File: config.mk
export PLATFORM = sky130hd
export DESIGN_NAME = axi_rd_arbiter
export DESIGN_NICKNAME = d
export VERILOG_FILES = /design/src/rtl/axi_rd_arbiter_pkg.sv /design/src/rtl/axi_rd_arbiter_rr.sv /design/src/rtl/axi_rd_arbiter.sv
export SDC_FILE = /design/constraint.sdc
export NUM_CORES = 1
export LEC_CHECK = 0
export BUFFER_PORTS_ARGS = -buffer_cell sky130_fd_sc_hd__buf_4
export CAP_MARGIN = 20
export CORE_AREA = 2 2 173 175
export DETAILED_ROUTE_END_ITERATION = 8
export DIE_AREA = 0 0 175 177
export PLACE_DENSITY = 0.42
export SYNTH_ARGS = -nofsm -noshare
export SYNTH_HDL_FRONTEND = slang
export SYNTH_SLANG_ARGS = --single-unit
File: constraint.sdc
create_clock -name clk -period 1.9 [get_ports clk]
set_clock_uncertainty 0.1 [all_clocks]
set_input_delay 0.285 -clock clk [delete_from_list [all_inputs] [get_ports clk]]
set_output_delay 0.285 -clock clk [all_outputs]
set_load 0.05 [all_outputs]
File: src/rtl/axi_rd_arbiter_pkg.sv
// Shared AXI read-channel widths and encodings for the read arbiter slice.
// Also holds the arbiter FSM state type.
package axi_rd_arbiter_pkg;

  localparam int AXI_ID_W    = 4;
  localparam int AXI_ADDR_W  = 32;
  localparam int AXI_LEN_W   = 8;
  localparam int AXI_SIZE_W  = 3;
  localparam int AXI_BURST_W = 2;
  localparam int AXI_DATA_W  = 32;
  localparam int AXI_RESP_W  = 2;

  localparam logic [1:0] AXI_RESP_OKAY   = 2'b00;
  localparam logic [1:0] AXI_RESP_EXOKAY = 2'b01;
  localparam logic [1:0] AXI_RESP_SLVERR = 2'b10;
  localparam logic [1:0] AXI_RESP_DECERR = 2'b11;

  localparam logic [1:0] AXI_BURST_FIXED = 2'b00;
  localparam logic [1:0] AXI_BURST_INCR  = 2'b01;
  localparam logic [1:0] AXI_BURST_WRAP  = 2'b10;

  typedef enum logic [1:0] {
    ST_IDLE = 2'd0,
    ST_ADDR = 2'd1,
    ST_DATA = 2'd2
  } arb_state_e;

endpackage

File: src/rtl/axi_rd_arbiter_rr.sv
// Round-robin picker: first requester at or after i_ptr, modulo NUM_MST.
// Doubled request vector turns the wrap-around search into a plain scan.
module rr_arbiter #(
  parameter int NUM_MST = 4,
  parameter int IDX_W   = 2
) (
  input  logic [NUM_MST-1:0] i_req,
  input  logic [IDX_W-1:0]   i_ptr,
  output logic [NUM_MST-1:0] o_gnt,
  output logic [IDX_W-1:0]   o_idx
);

  logic [2*NUM_MST-1:0] w_dbl;
  logic [NUM_MST-1:0]   w_rot;
  logic [IDX_W:0]       w_off;
  logic [IDX_W:0]       w_sum;
  logic [IDX_W:0]       w_wrap;
  logic                 w_found;

  assign w_dbl = {i_req, i_req};
  assign w_rot = NUM_MST'(w_dbl >> i_ptr);

  always_comb begin
    w_off   = '0;
    w_found = 1'b0;
    for (int k = 0; k < NUM_MST; k++) begin
      if (!w_found && w_rot[k]) begin
        w_off   = (IDX_W+1)'(k);
        w_found = 1'b1;
      end
    end
  end

  assign w_sum  = {1'b0, i_ptr} + w_off;
  assign w_wrap = w_sum - (IDX_W+1)'(NUM_MST);
  assign o_idx  = (w_sum >= (IDX_W+1)'(NUM_MST))
                ? w_wrap[IDX_W-1:0] : w_sum[IDX_W-1:0];
  assign o_gnt  = w_found ? (NUM_MST'(1) << o_idx) : '0;

endmodule

File: src/rtl/axi_rd_arbiter.sv
// Shares one single-outstanding AXI read slave among NUM_MST masters.
// Grant is registered per burst and held until the rlast handshake.
module axi_rd_arbiter
  import axi_rd_arbiter_pkg::*;
#(
  parameter int NUM_MST = 4,
  parameter int IDX_W   = 2,
  parameter int ID_W    = AXI_ID_W,
  parameter int ADDR_W  = AXI_ADDR_W,
  parameter int LEN_W   = AXI_LEN_W,
  parameter int SIZE_W  = AXI_SIZE_W,
  parameter int BURST_W = AXI_BURST_W,
  parameter int DATA_W  = AXI_DATA_W,
  parameter int RESP_W  = AXI_RESP_W
) (
  input  logic                        clk,
  input  logic                        rst,
  input  logic [NUM_MST*ID_W-1:0]     mst_arid,
  input  logic [NUM_MST*ADDR_W-1:0]   mst_araddr,
  input  logic [NUM_MST*LEN_W-1:0]    mst_arlen,
  input  logic [NUM_MST*SIZE_W-1:0]   mst_arsize,
  input  logic [NUM_MST*BURST_W-1:0]  mst_arburst,
  input  logic [NUM_MST-1:0]          mst_arvalid,
  output logic [NUM_MST-1:0]          mst_arready,
  output logic [NUM_MST*DATA_W-1:0]   mst_rdata,
  output logic [NUM_MST*RESP_W-1:0]   mst_rresp,
  output logic [NUM_MST-1:0]          mst_rlast,
  output logic [NUM_MST-1:0]          mst_rvalid,
  input  logic [NUM_MST-1:0]          mst_rready,
  output logic [ID_W-1:0]             slv_arid,
  output logic [ADDR_W-1:0]           slv_araddr,
  output logic [LEN_W-1:0]            slv_arlen,
  output logic [SIZE_W-1:0]           slv_arsize,
  output logic [BURST_W-1:0]          slv_arburst,
  output logic                        slv_arvalid,
  input  logic                        slv_arready,
  input  logic [DATA_W-1:0]           slv_rdata,
  input  logic [RESP_W-1:0]           slv_rresp,
  input  logic                        slv_rlast,
  input  logic                        slv_rvalid,
  output logic                        slv_rready,
  output logic [IDX_W-1:0]            gnt_idx,
  output logic                        busy
);

  arb_state_e         r_state;
  arb_state_e         w_next;
  logic [IDX_W-1:0]   r_gnt;
  logic [IDX_W-1:0]   r_ptr;
  logic [NUM_MST-1:0] w_gnt;
  logic [IDX_W-1:0]   w_idx;
  logic               w_ar_done;
  logic               w_r_done;

  rr_arbiter #(
    .NUM_MST (NUM_MST),
    .IDX_W   (IDX_W)
  ) u_rr (
    .i_req (mst_arvalid),
    .i_ptr (r_ptr),
    .o_gnt (w_gnt),
    .o_idx (w_idx)
  );

  assign w_ar_done = (r_state == ST_ADDR) && slv_arvalid && slv_arready;
  assign w_r_done  = (r_state == ST_DATA) && slv_rvalid && slv_rready
                   && slv_rlast;

  always_ff @(posedge clk or posedge rst) begin
    if (rst) r_state <= ST_IDLE;
    else     r_state <= w_next;
  end

  always_comb begin
    w_next = r_state;
    unique case (r_state)
      ST_IDLE: if (|w_gnt)    w_next = ST_ADDR;
      ST_ADDR: if (w_ar_done) w_next = ST_DATA;
      ST_DATA: if (w_r_done)  w_next = ST_IDLE;
      default:                w_next = ST_IDLE;
    endcase
  end

  // Last granted master becomes lowest priority for the next burst.
  always_ff @(posedge clk or posedge rst) begin
    if (rst) begin
      r_gnt <= '0;
      r_ptr <= '0;
    end else begin
      if (r_state == ST_IDLE && |w_gnt) r_gnt <= w_idx;
      if (w_r_done)
        r_ptr <= (r_gnt == IDX_W'(NUM_MST-1)) ? '0 : r_gnt + 1'b1;
    end
  end

  always_comb begin
    slv_arid    = '0;
    slv_araddr  = '0;
    slv_arlen   = '0;
    slv_arsize  = '0;
    slv_arburst = '0;
    slv_arvalid = 1'b0;
    slv_rready  = 1'b0;
    mst_arready = '0;
    mst_rvalid  = '0;
    unique case (r_state)
      ST_ADDR: begin
        slv_arid           = mst_arid[r_gnt*ID_W +: ID_W];
        slv_araddr         = mst_araddr[r_gnt*ADDR_W +: ADDR_W];
        slv_arlen          = mst_arlen[r_gnt*LEN_W +: LEN_W];
        slv_arsize         = mst_arsize[r_gnt*SIZE_W +: SIZE_W];
        slv_arburst        = mst_arburst[r_gnt*BURST_W +: BURST_W];
        slv_arvalid        = mst_arvalid[r_gnt];
        mst_arready[r_gnt] = slv_arready;
      end
      ST_DATA: begin
        mst_rvalid[r_gnt] = slv_rvalid;
        slv_rready        = mst_rready[r_gnt];
      end
      default: ;
    endcase
  end

  assign mst_rdata = {NUM_MST{slv_rdata}};
  assign mst_rresp = {NUM_MST{slv_rresp}};
  assign mst_rlast = {NUM_MST{slv_rlast}};
  assign gnt_idx   = r_gnt;
  assign busy      = (r_state != ST_IDLE);

endmodule

==> results.cfg <==
[global_route]
grt.total_usage_pct = 8.77
grt_use_met2_pct = 15.7
grt_overflow_total = 0
antenna_found_initial = 0
grt_max_degree = 34
grt_pass1_wl_um = 20200
use_met1_pct = 10.4
grt_pass1_vias = 3062
busiest_layer = met2
grt_use_met3_pct = 2.71

[die]
die_area_um2 = 31000
core_um2 = 29200
initial_utilization_pct = 10.8
die_y_um = 177
dieWidth_um = 175
num_io_pins = 445
row_count = 63

[finish]
layout.nets = 722
stdcell_area_um2 = 5690
drive_gt1_share_pct = 91.8
multi_input_area_um2 = 2040
num_antenna_cells = 0
regArea_um2 = 156
final_util_pct = 19.5
fill_cells = 3204
area_delta_synth_final_pct = 79.7

[route]
routedWlPerCell_um = 17.7
drt_wl_total_um = 15300
first_pass_iters = 4
num_vias = 2855
ant_nets = 0
via_per_inst = 3.31
drc_errors = 0
first_iter_violations = 54

[sta]
tightest_slew_ps = 361
relSlewSlack_pct = 75.7
maxSlewViolCount = 0
finalHoldViolations = 0
setup_viol = 58
layout_min_cycle_time_ps = 2170
hold_ws_ps = 374
rsz0062_at_grt = true
fin_ws_ps = -273
layout_worst_path_cycle_share_pct = 114
fmax_ghz = 0.460

[setup_path]
crit_buf_inv = 3
cp-end-kind = primary output
critical_path_arrival_ps = 1790
path_max_fanout = 4
cp.depth = 5
crit_required_ps = 1510
crit_path_cell_trace = buf_4 > buf_6 > mux4_2 > and3_4 > buf_8
cpLargestDelayFamily = flip-flops
worst_path_max_delay_cell = dfrtp_4
regToRegSetupSlack_ps = -190
worstSetupPathType = flop to primary output
startpoint_type = flop
reg2reg_depth = 9
cp_slowest_stage_delay_ps = 490

[outcome]
status = finished, violations left
violations = setup timing

[yosys]
synth_area_per_cell_um2 = 9.93
netlist_area_um2 = 3170
ys_async_sr_fraction_pct = 100
synth_seq_cells = 6
syn_nets = 567
synth.distinct_cells = 32
yosys_warnings = 0
yosysSeqAreaShare_pct = 4.74
synth_edf_count = 0
syn_inst = 319
synth_ff_type = dfrtp_1

[pwr]
cellPowerDensity_nw_per_um2 = 1670
cellLeakagePower_nw = 2.51
peakVddDrop_v = 0.000533

[min_path]
whs_path_depth = 3
min_path_type = input pin to flop

[cts]
cts_root_buf = clkbuf_16
numCtsBuffers = 3
clk_pin_slew_ps = 40
htreeDepth = 1
cts_tree = built
ctsLongestPathBuffers = 2
cts.sinks = 6
clock_latency_ps = 230

[placed_design]
placed_area_um2 = 4900
hpwlAfterDp_um = 12000
numPortBuffers = 274
routabilityCongestion = 0.752

[job]
cap_violations = 0
==> worst register-to-register path: stages, from the launching register on <==
cell	delay [ps]
dfrtp_4	430
buf_12	160
buf_8	140
mux4_2	510
buf_4	150
buf_6	100
buf_6	110
nand2_4	60
nor3_2	40
a31o_1	180
==> repair_timing <==
action	4_1_cts	5_1_grt
endpoints found under the setup margin	62	63
hold endpoints to repair	6	0
hold buffers	1	0
gates resized for setup	98	23
gates cloned	3	3
setup buffers	8	3
pin swaps	14	4
==> report_power, final <==
group	internal, mW	total (mW)	switching [mW]
clock	0.278	0.348	0.0698
sequential	0.193	0.278	0.0856
combinational	4.42	8.89	4.47
total	4.89	9.51	4.62
==> Yosys cell counts (2+ instances only) <==
cell type	n	share of area [%]
and3_1	5	0.99
nand2_1	5	0.59
mux2_4	2	0.95
buf_2	6	0.95
inv_1	4	0.47
nand2b_1	2	0.39
dfrtp_1	6	4.7
o221ai_1	2	0.55
buf_6	6	2.1
buf_4	140	33
mux2i_1	2	0.63
ha_1	5	2.0
mux4_2	49	35
nor2_1	5	0.59
clkbuf_1	6	0.71
and2_1	54	11
o21ai_0	3	0.47
mux4_1	2	1.7
xnor2_1	2	0.55
==> cells in the final DEF (no fill, tap or decap), types with 2 or more instances in the layout <==
master,n
o221ai_1,2
and2_4,52
buf_12,10
mux2_4,2
buf_8,24
nor2_1,4
dfrtp_1,3
mux4_2,51
and3_1,2
buf_4,223
dfrtp_2,2
ha_4,3
mux2i_1,2
and2_1,2
xnor2_1,2
nand2_1,4
and3_4,3
o21ai_0,3
buf_16,4
nand2b_1,2
clkbuf_16,6
buf_6,43
inv_1,2
==> final cells by class <==
class                      count  area share [%]
tap                          390            8.57
timing repair buffer         308            51.2
sequential                     6            2.75
clock buffer                   4            1.38
inverter                       4           0.352
multi-input combinational    151            35.8
==> path summary, 6_finish.rpt <==
path	start	to
worst max register to register	gnt_idx[0]$_DFFE_PP0P_	r_state[1]$_DFFE_PP0P_
worst min-delay path	slv_rlast	r_state[1]$_DFFE_PP0P_
worst min register to register	r_state[1]$_DFFE_PP0P_	r_state[1]$_DFFE_PP0P_
min in group asynchronous	rst	gnt_idx[0]$_DFFE_PP0P_
max in group asynchronous	rst	gnt_idx[0]$_DFFE_PP0P_
worst max-delay path	gnt_idx[0]$_DFFE_PP0P_	slv_rready
==> sequential cells by signal, summed over array words and instances (netlist names) <==
signal	count
r_state	2
r_ptr	2
gnt_idx	2
==> cells by family after synthesis <==
kind of cell | count (synthesis) | synth area share [%]
buf+inv | 162 | 37.4
simple gates | 78 | 14.7
mux | 56 | 38.4
compound gates | 10 | 2.13
flops | 6 | 4.74
fa+ha+maj | 5 | 1.97
xor+xnor | 2 | 0.553
==> layer usage <==
layer | up-vias | wire [µm]
met2 | 164 | 7940
met3 | 17 | 1260
met1 | 1380 | 5840
met4 | 0 | 228
met5 | - | 0
li1 | 1294 | -
==> metrics by stage <==
step / std cells / setup WS (ps) / power [mW] / setup TNS [ps]
2_1_floorplan: 319 / -88.2 / 6.31 / -4020
3_3_place_gp: 842 / -99.0 / 7.61 / -3120
3_5_place_dp: 842 / -117 / 7.61 / -4390
4_1_cts: 857 / -303 / 9.22 / -13990
5_1_grt: 863 / -323 / 10.0 / -15680
6_report: 863 / -273 / 9.51 / -12880
(Power assumes the default switching activity.)
